`src/rtl/mips_pkg.sv`:
```
// Shared definitions for the fetch/decode boundary: opcode constants,
// instruction field positions and the fetch state encoding.
package mips_pkg;

  localparam int INSTR_W    = 32;
  localparam int OPCODE_MSB = 31;
  localparam int OPCODE_LSB = 26;

  localparam logic [5:0] OP_RTYPE = 6'h00;
  localparam logic [5:0] OP_BEQ   = 6'h04;
  localparam logic [5:0] OP_LW    = 6'h23;
  localparam logic [5:0] OP_SW    = 6'h2B;

  typedef enum logic {
    REQ  = 1'b0,
    HOLD = 1'b1
  } fetch_state_e;

endpackage

```
`src/rtl/pc_next_sel.sv`:
```
// Next-PC selection: hold, sequential increment, or word-aligned branch target.
module pc_next_sel
  import mips_pkg::*;
#(
  parameter logic [31:0] PC_STEP = 32'd4
) (
  input  logic [INSTR_W-1:0] pc,
  input  logic               advance,
  input  logic               redirect_valid,
  input  logic [31:0]        redirect_target,
  output logic [31:0]        pc_next
);

  always_comb begin
    pc_next = pc;
    if (advance) begin
      // Targets are forced onto a word boundary; the low bits are dropped.
      if (redirect_valid) pc_next = {redirect_target[31:2], 2'b00};
      else                pc_next = pc + PC_STEP;
    end
  end

endmodule

```
`src/rtl/instr_fetch_unit.sv`:
```
// Instruction fetch: requests the word at PC, latches it into the IR and
// offers it to decode; the PC advances or redirects only on the decode handshake.
module instr_fetch_unit
  import mips_pkg::*;
#(
  parameter logic [31:0] RESET_PC = 32'h0000_0000,
  parameter int unsigned PC_STEP  = 4
) (
  input  logic        clk,
  input  logic        rst_n,
  output logic        imem_req,
  output logic [31:0] imem_addr,
  input  logic        imem_ack,
  input  logic [31:0] imem_rdata,
  output logic        instr_valid,
  input  logic        instr_ready,
  output logic [31:0] instr,
  output logic [5:0]  opcode,
  output logic [31:0] pc_out,
  output logic [31:0] pc_plus4,
  input  logic        redirect_valid,
  input  logic [31:0] redirect_target
);

  fetch_state_e       state_q, state_d;
  logic [31:0]        pc_q, pc_d;
  logic [INSTR_W-1:0] ir_q, ir_d;
  logic               req_q, req_d;
  logic               valid_q, valid_d;
  logic               fetch_done;
  logic               handshake;

  // The request flop stays low for the cycle after reset, so an ack arriving
  // then belongs to an abandoned request and is not accepted.
  assign fetch_done = (state_q == REQ) && req_q && imem_ack;
  assign handshake  = (state_q == HOLD) && valid_q && instr_ready;

  pc_next_sel #(
    .PC_STEP(32'(PC_STEP))
  ) u_pc_next_sel (
    .pc              (pc_q),
    .advance         (handshake),
    .redirect_valid  (redirect_valid),
    .redirect_target (redirect_target),
    .pc_next         (pc_d)
  );

  always_ff @(posedge clk) begin
    if (!rst_n) begin
      state_q <= REQ;
      pc_q    <= RESET_PC;
      ir_q    <= '0;
      req_q   <= 1'b0;
      valid_q <= 1'b0;
    end else begin
      state_q <= state_d;
      pc_q    <= pc_d;
      ir_q    <= ir_d;
      req_q   <= req_d;
      valid_q <= valid_d;
    end
  end

  always_comb begin
    state_d = state_q;
    unique case (state_q)
      REQ:     if (fetch_done) state_d = HOLD;
      HOLD:    if (handshake)  state_d = REQ;
      default: state_d = REQ;
    endcase
  end

  always_comb begin
    req_d   = (state_d == REQ);
    valid_d = (state_d == HOLD);
    ir_d    = ir_q;
    if (fetch_done) ir_d = imem_rdata;
  end

  assign imem_req    = req_q;
  assign imem_addr   = pc_q;
  assign instr_valid = valid_q;
  assign instr       = ir_q;
  assign opcode      = ir_q[OPCODE_MSB:OPCODE_LSB];
  assign pc_out      = pc_q;
  assign pc_plus4    = pc_q + 32'd4;

endmodule

```
`config.mk`:
```
export PLATFORM = sky130hd
export DESIGN_NAME = instr_fetch_unit
export DESIGN_NICKNAME = d
export VERILOG_FILES = /design/src/rtl/mips_pkg.sv /design/src/rtl/pc_next_sel.sv /design/src/rtl/instr_fetch_unit.sv
export SDC_FILE = /design/constraint.sdc
export NUM_CORES = 1
export LEC_CHECK = 0
export ABC_AREA = 0
export BUFFER_PORTS_ARGS = -buffer_cell sky130_fd_sc_hd__buf_2
export CORE_MARGIN = 1
export CORE_UTILIZATION = 30
export DETAILED_ROUTE_END_ITERATION = 8
export PLACE_DENSITY_LB_ADDON = 0.1
export SLEW_MARGIN = 25
export SYNTH_ARGS = -nofsm -noshare
export SYNTH_HDL_FRONTEND = slang
export SYNTH_SLANG_ARGS = --single-unit
```
`constraint.sdc`:
```
create_clock -name clk -period 3.4 [get_ports clk]
set_clock_uncertainty 0.15 [all_clocks]
set_input_delay 0 -clock clk [delete_from_list [all_inputs] [get_ports clk]]
set_output_delay 0 -clock clk [all_outputs]
set_load 0.01 [all_outputs]
```
==> results.json, run 1 <==
{
  "root_buffer": "clkbuf_16",
  "grt_pass1_vias": 3648,
  "wire_per_inst_um": 14.1,
  "drt-pass1-iter-count": 4,
  "cts_buffer_depth": 2,
  "ctsHoldBuffers": 68,
  "finalHoldViolCount": 0,
  "path_max_fanout": 9,
  "die-area_mm2": 0.0133,
  "p_clk_share_pct": 47.3,
  "clock-sinks": 64,
  "yosys.area_share.simple_pct": 28.7,
  "synth_edf_count": 0,
  "grt_max_degree": 56,
  "post-route-drc-count": 0,
  "status": "finished clean",
  "fmax_mhz": 367,
  "grt_pass1_wl_mm": 18.7,
  "yosys.area_share.xor_xnor_pct": 6.35,
  "worst_pin_slew_ps": 935,
  "power_leakage_nw": 2.68,
  "power_switching_w": 0.000509,
  "yosysTopAreaCellShare_pct": 33.2,
  "drive_above_1_share_pct": 32.0,
  "setup_viol": 0,
  "clkSlewWorstSetupHoldPaths_ps": 50,
  "fp.dieW_um": 115,
  "fillers": 1279,
  "synth.distinct_cells": 49,
  "io_pins": 205,
  "via_count": 4177,
  "endpoint_kind": "output pin",
  "netlist_area_mm2": 0.00386,
  "yosys.area.top_type": "dfxtp_1",
  "worstHoldPathType": "in -> reg",
  "synthAdderAreaFrac_pct": 0.324,
  "post_cts.repair.setup_buffers": 0,
  "p_int_w": 0.00159,
  "vdd_drop_max_v": 0.000185,
  "async_flop_share_pct": 0,
  "p_per_area_mw_per_mm2": 372,
  "slew_viol_final": 0,
  "fin_crit_sh_pct": 80.1,
  "crit_type": "reg -> out",
  "synth_top_family_by_area": "simple AND/OR/NAND/NOR gates",
  "critPathLaunchType": "flop",
  "start_util_pct": 30.7,
  "p_comb_share_pct": 14.1,
  "synth.avg_cell_area_um2": 7.61,
  "antenna_cells": 0,
  "min_period_ps": 2720,
  "finish.utilization_pct": 44.8,
  "yosys_warnings": 0,
  "antenna_left": 0,
  "row_count": 41,
  "fin_ws_ps": 677,
  "ys_seq_elements": 64,
  "nets": 780,
  "place_ws_ps": 882,
  "seq_area_frac_synth_pct": 33.2,
  "die_h_um": 115,
  "cts_tree": "done",
  "grt_antenna_before_repair": 0,
  "viasPerCell": 4.71,
  "synth.top_cells.by_area": "dfxtp_1 33%, nand2_1 9.5%, buf_4 8.4%",
  "maxCapViolations": 0,
  "clk_latency_ps": 330,
  "p_seq_share_pct": 38.7,
  "synthMuxAreaShare_pct": 1.04,
  "synth_ff_type": "dfxtp_1",
  "cts_buffers": 9,
  "synthToLayoutAreaGrowth_pct": 45.8,
  "synthTopCellsByCount": "98 x nand2_1, 64 x dfxtp_1, 55 x a21oi_1",
  "cts_htree_levels": 3,
  "grt_usage_pct": 18.1,
  "relSlewSlack_pct": 37.5,
  "hpwl_mm": 8.41,
  "core_area_mm2": 0.0126,
  "syn_inst": 508,
  "grt_overflow": 0,
  "critPathArrivalTime_ps": 2570,
  "p_sw_share_pct": 24.3,
  "cts_resized": 0,
  "drt-total-wl_mm": 12.5,
  "setup_tns_ps": 0,
  "first_iter_violations": 177,
  "place_congestion": 0.801,
  "required_ps": 3250,
  "rsz0062_at_grt": "false",
  "yosysMostFrequentCell": "nand2_1",
  "portBuffers": 196,
  "synth_compound_area_share_pct": 17.2
}
worst paths after layout:
path	slack [ps]	depth (start not counted)	to	from
max reg2reg	690	6	imem_addr[27]	imem_addr[14]
max	680	8	pc_plus4[22]	imem_addr[2]
min reg2reg	300	2	instr[14]	instr[14]
min	120	5	imem_addr[22]	redirect_target[22]
flip-flops by register name, indices dropped and copies added (netlist names):
signal,cells
instr,32
imem_addr,30
imem_req,1
instr_valid,1
metrics by stage:
step / cells / power (W) / hold slack [ps] / area, µm²
3_5_place_dp: 803 / 0.00106 / 96.1 / 4640
4_1_cts: 887 / 0.00213 / 109 / 5630
6_report: 887 / 0.00210 / 119 / 5630
5_1_grt: 887 / 0.00219 / 188 / 5630
3_3_place_gp: 803 / 0.00106 / 91.1 / 4640
2_1_floorplan: 513 / 0.000972 / -14.0 / 3880
cell type report:
type,instances,area (µm²),share of cell area [%]
multi-input combinational,360,2100,37.2
timing repair buffer,270,1710,30.3
inverter,5,20.0,0.355
clock buffer,13,250,4.44
clock inverter,3,65.1,1.15
tap,172,215,3.82
sequential,64,1280,22.7
critical path: stages (launching register included):
cell	delay (ps)
dfxtp_1	490
ha_1	330
and4_1	330
nand2_2	180
nor4_1	250
buf_4	210
and3_1	170
xor2_1	140
buf_2	140
power groups by stage:
stage               Sequential [W]  Combinational [W]  Clock (W)
floorplan                 0.000831           0.000141          0
finish                    0.000811           0.000295   0.000991
global placement          0.000825           0.000237          0
CTS                       0.000811           0.000297    0.00102
detailed placement        0.000827           0.000238          0
global route              0.000815           0.000325    0.00105
cells in the final DEF (no fill, tap or decap), types with 7 or more instances in the layout:
master         instances
buf_2                196
xor2_1                12
and3_1                14
a31oi_1               12
clkbuf_16              9
or4_1                  7
nand2_1               98
a21oi_1               55
xnor2_1               16
o21ai_0               14
nand4_1                8
dfxtp_1               64
nand3_1               15
nor3_1                 7
dlygate4sd3_1         68
nor2_1                20
per-layer routing:
layer  part of all wire [%]  vias to the layer above  track usage [%]
met4                    1.6                        0             7.19
met2                     46                      134             28.3
met3                    5.8                       18             3.71
met1                     46                     1908             24.3
li1                       -                     2117                -
met5                      0                        -                0
cells by family after synthesis:
kind of cell	count (synthesis)
XOR/XNOR	28
flip-flops	64
buffers and inverters	89
other	1
AO/OA/AOI/OAI	112
adder cells (fa/ha/maj)	1
AND/OR/NAND/NOR	209
multiplexers	4
No activity file was read; power rests on OpenSTA's default activity.
==> run 2, diff against run 1 <==
--- a/config.mk
+++ b/config.mk
@@ -5,7 +5,7 @@
 export SDC_FILE = /design/constraint.sdc
 export NUM_CORES = 1
 export LEC_CHECK = 0
-export ABC_AREA = 0
+export ABC_AREA = 1
 export BUFFER_PORTS_ARGS = -buffer_cell sky130_fd_sc_hd__buf_2
 export CORE_MARGIN = 1
 export CORE_UTILIZATION = 30
==> constraint.sdc (replaced) <==
create_clock -name clk -period 2.7 [get_ports clk]
set_clock_uncertainty 0.15 [all_clocks]
set_input_delay 0 -clock clk [delete_from_list [all_inputs] [get_ports clk]]
set_output_delay 0 -clock clk [all_outputs]
set_load 0.01 [all_outputs]
==> run 2 against run 1 <==
Against the previous run: the run now ends with design-rule violations left; flip-flop and latch count unchanged; via count fell by 2.7%; highest routed layer unchanged; synthesized cell count rose by 4.1%; critical endpoint is now pc_plus4[20]; register-to-register slack gained 90 ps; worst hold slack lost 28 ps; count of clock-buffer cells in the layout fell by 2.
==> results.json, run 2 <==
{
  "synthToLayoutAreaGrowth_pct": 48.2,
  "critPathArrivalTime_ps": 2000,
  "worstHoldPathType": "in -> reg",
  "endpoint_kind": "output pin",
  "row_count": 39,
  "cts_resized": 0,
  "grt_max_degree": 63,
  "crit_path_cell_trace": "ha_1, nand3_1, nor2_2, nand2_1, o21ai_0, nand2_1, buf_2",
  "crit_type": "reg -> out",
  "required_ps": 2550,
  "synth.top_cells.by_area": "dfxtp_1 35%, nand2_1 11%, nor2_1 9.7%",
  "clk_latency_ps": 330,
  "synthTopCellsByCount": "106 x nand2_1, 93 x nor2_1, 64 x dfxtp_1",
  "start_util_pct": 31.2,
  "drt-pass1-iter-count": 7,
  "die-area_mm2": 0.0125,
  "route.met2.wl_mm": 6.02,
  "path_max_fanout": 5,
  "antenna_left": 0,
  "antenna_cells": 0,
  "clock-sinks": 64,
  "total_power_w": 0.00285,
  "synth.distinct_cells": 25,
  "cp_num_buf_inv": 1,
  "finalHoldViolCount": 0,
  "place_congestion": 0.793,
  "final_cell_mix": "196 x buf_2, 106 x nand2_1, 93 x nor2_1, 64 x dfxtp_1",
  "min_period_ps": 2150,
  "crit_family": "simple AND/OR/NAND/NOR gates",
  "cts_htree_levels": 3,
  "fin_crit_sh_pct": 79.8,
  "p_per_area_mw_per_mm2": 532,
  "vdd_drop_max_v": 0.000338,
  "whs_ps": 91.0,
  "nets": 812,
  "synth.avg_cell_area_um2": 6.83,
  "yosysMostFrequentCell": "nand2_1",
  "grt_pass1_vias": 3908,
  "clkSlewWorstSetupHoldPaths_ps": 50,
  "relSlewSlack_pct": 33.5,
  "yosys_warnings": 0,
  "largest_register_ffs": 32,
  "seq_area_frac_synth_pct": 35.5,
  "portBuffers": 196,
  "drive_above_1_share_pct": 32.0,
  "cts_tree": "done",
  "failed_checks": "design-rule violations",
  "die_h_um": 112,
  "grt_usage_pct": 19.1,
  "setup_viol": 0,
  "crit_top_cell": "nand2_1",
  "io_pins": 205,
  "grt_antenna_before_repair": 0,
  "yosys.area.top_type": "dfxtp_1",
  "wl_met3_um": 745,
  "dr.max_layer_used": "met4",
  "hpwl_mm": 8.12,
  "rsz0062_at_grt": "false",
  "slew_viol_final": 0,
  "post-route-drc-count": 11,
  "crit_slowest_cell": "dfxtp_1",
  "first_iter_violations": 153,
  "grt_overflow": 0,
  "final_cells": 890,
  "synth_edf_count": 0,
  "multiInputGateArea_mm2": 0.00186,
  "fillers": 1176,
  "critPathLaunchType": "flop",
  "async_flop_share_pct": 0,
  "fmax_mhz": 464,
  "wire_per_inst_um": 13.4,
  "regArea_mm2": 0.00128,
  "cts_buffers": 9,
  "drt-total-wl_mm": 11.9,
  "fp.dieW_um": 112,
  "netlist_area_mm2": 0.00361,
  "setup_tns_ps": 0,
  "root_buffer": "clkbuf_16",
  "syn_inst": 529,
  "viasPerCell": 4.57,
  "layout_commonest_cell": "buf_2",
  "wl_met1_mm": 5.01,
  "ys_seq_elements": 64,
  "post_cts.repair.setup_buffers": 0,
  "grt_pass1_wl_mm": 19.0,
  "core_area_mm2": 0.0116,
  "status": "complete, but fails checks",
  "ctsHoldBuffers": 62,
  "via_count": 4065,
  "maxCapViolations": 0,
  "worst_pin_slew_ps": 996,
  "cts_buffer_depth": 2,
  "crit_path_max_incr_delay_ps": 420,
  "power_leakage_nw": 2.62,
  "dpl.cell_count": 812,
  "synth_ff_type": "dfxtp_1",
  "yosysTopAreaCellShare_pct": 35.5
}
## run 2: cell types whose count changed in the layout (fill, tap and decap cells not counted), sizes merged, moves of 6 or more
cell,delta
nor2,+83
nand2,+12
dlygate4sd3,-6
nor4,-9
and3,-14
a22oi,-6
o21ai,+48
a31oi,-12
xnor2,-11
nand4,-10
inv,+19
or4,-7
nor3,-8
## run 2: power by group
group          switching, W  internal (W)
Sequential        0.0000680       0.00101
Clock              0.000437      0.000808
Combinational      0.000276      0.000245
Total              0.000780       0.00207
## run 2: cells by family after synthesis
group,after synthesis,share of synthesized area (%)
and+or+nand+nor,238,28.5
AOI/OAI and AO/OA,121,17.0
buffers and inverters,89,13.7
DFF,64,35.5
xor gates and xnor gates,15,4.88
adders and majority gates,1,0.346
other,1,0.104
## run 2: final cells by class
cell class,count,share of cell area (%)
well taps,143,3.34
clock buffers,11,4.35
repair buffers,263,30.6
flip-flops and latches,64,23.9
inverters,23,1.61
multi-input cells,381,34.6
clock inverters,5,1.52
## run 2: routing by layer
layer / GRT usage, % / up-vias
met3: 5.82 / 11
met5: 0 / -
li1: - / 2075
met4: 5.59 / 0
met2: 34.3 / 136
met1: 21.6 / 1843
## run 2: worst paths after layout
check / start / endpoint / slack, ps / depth (start not counted)
setup / recovery: imem_addr[3] / pc_plus4[20] / 550 / 7
hold / removal: redirect_valid / imem_addr[8] / 90 / 4
setup reg to reg: imem_addr[3] / imem_addr[20] / 780 / 8
hold reg to reg: instr[25] / instr[25] / 330 / 2
## run 2: through the flow
step	setup slack (ps)	util, %	area [µm²]
2_1_floorplan	962	-	3630
3_3_place_gp	858	38.2	4420
3_5_place_dp	799	38.2	4420
4_1_cts	518	46.3	5360
5_1_grt	381	46.3	5360
6_report	546	46.3	5360
## run 2: worst min-delay path: cells and delay by family
family | cells | cell delay (ps)
buffers and inverters | 2 | 330
AND/OR/NAND/NOR | 1 | 150
AO/OA/AOI/OAI | 1 | 50
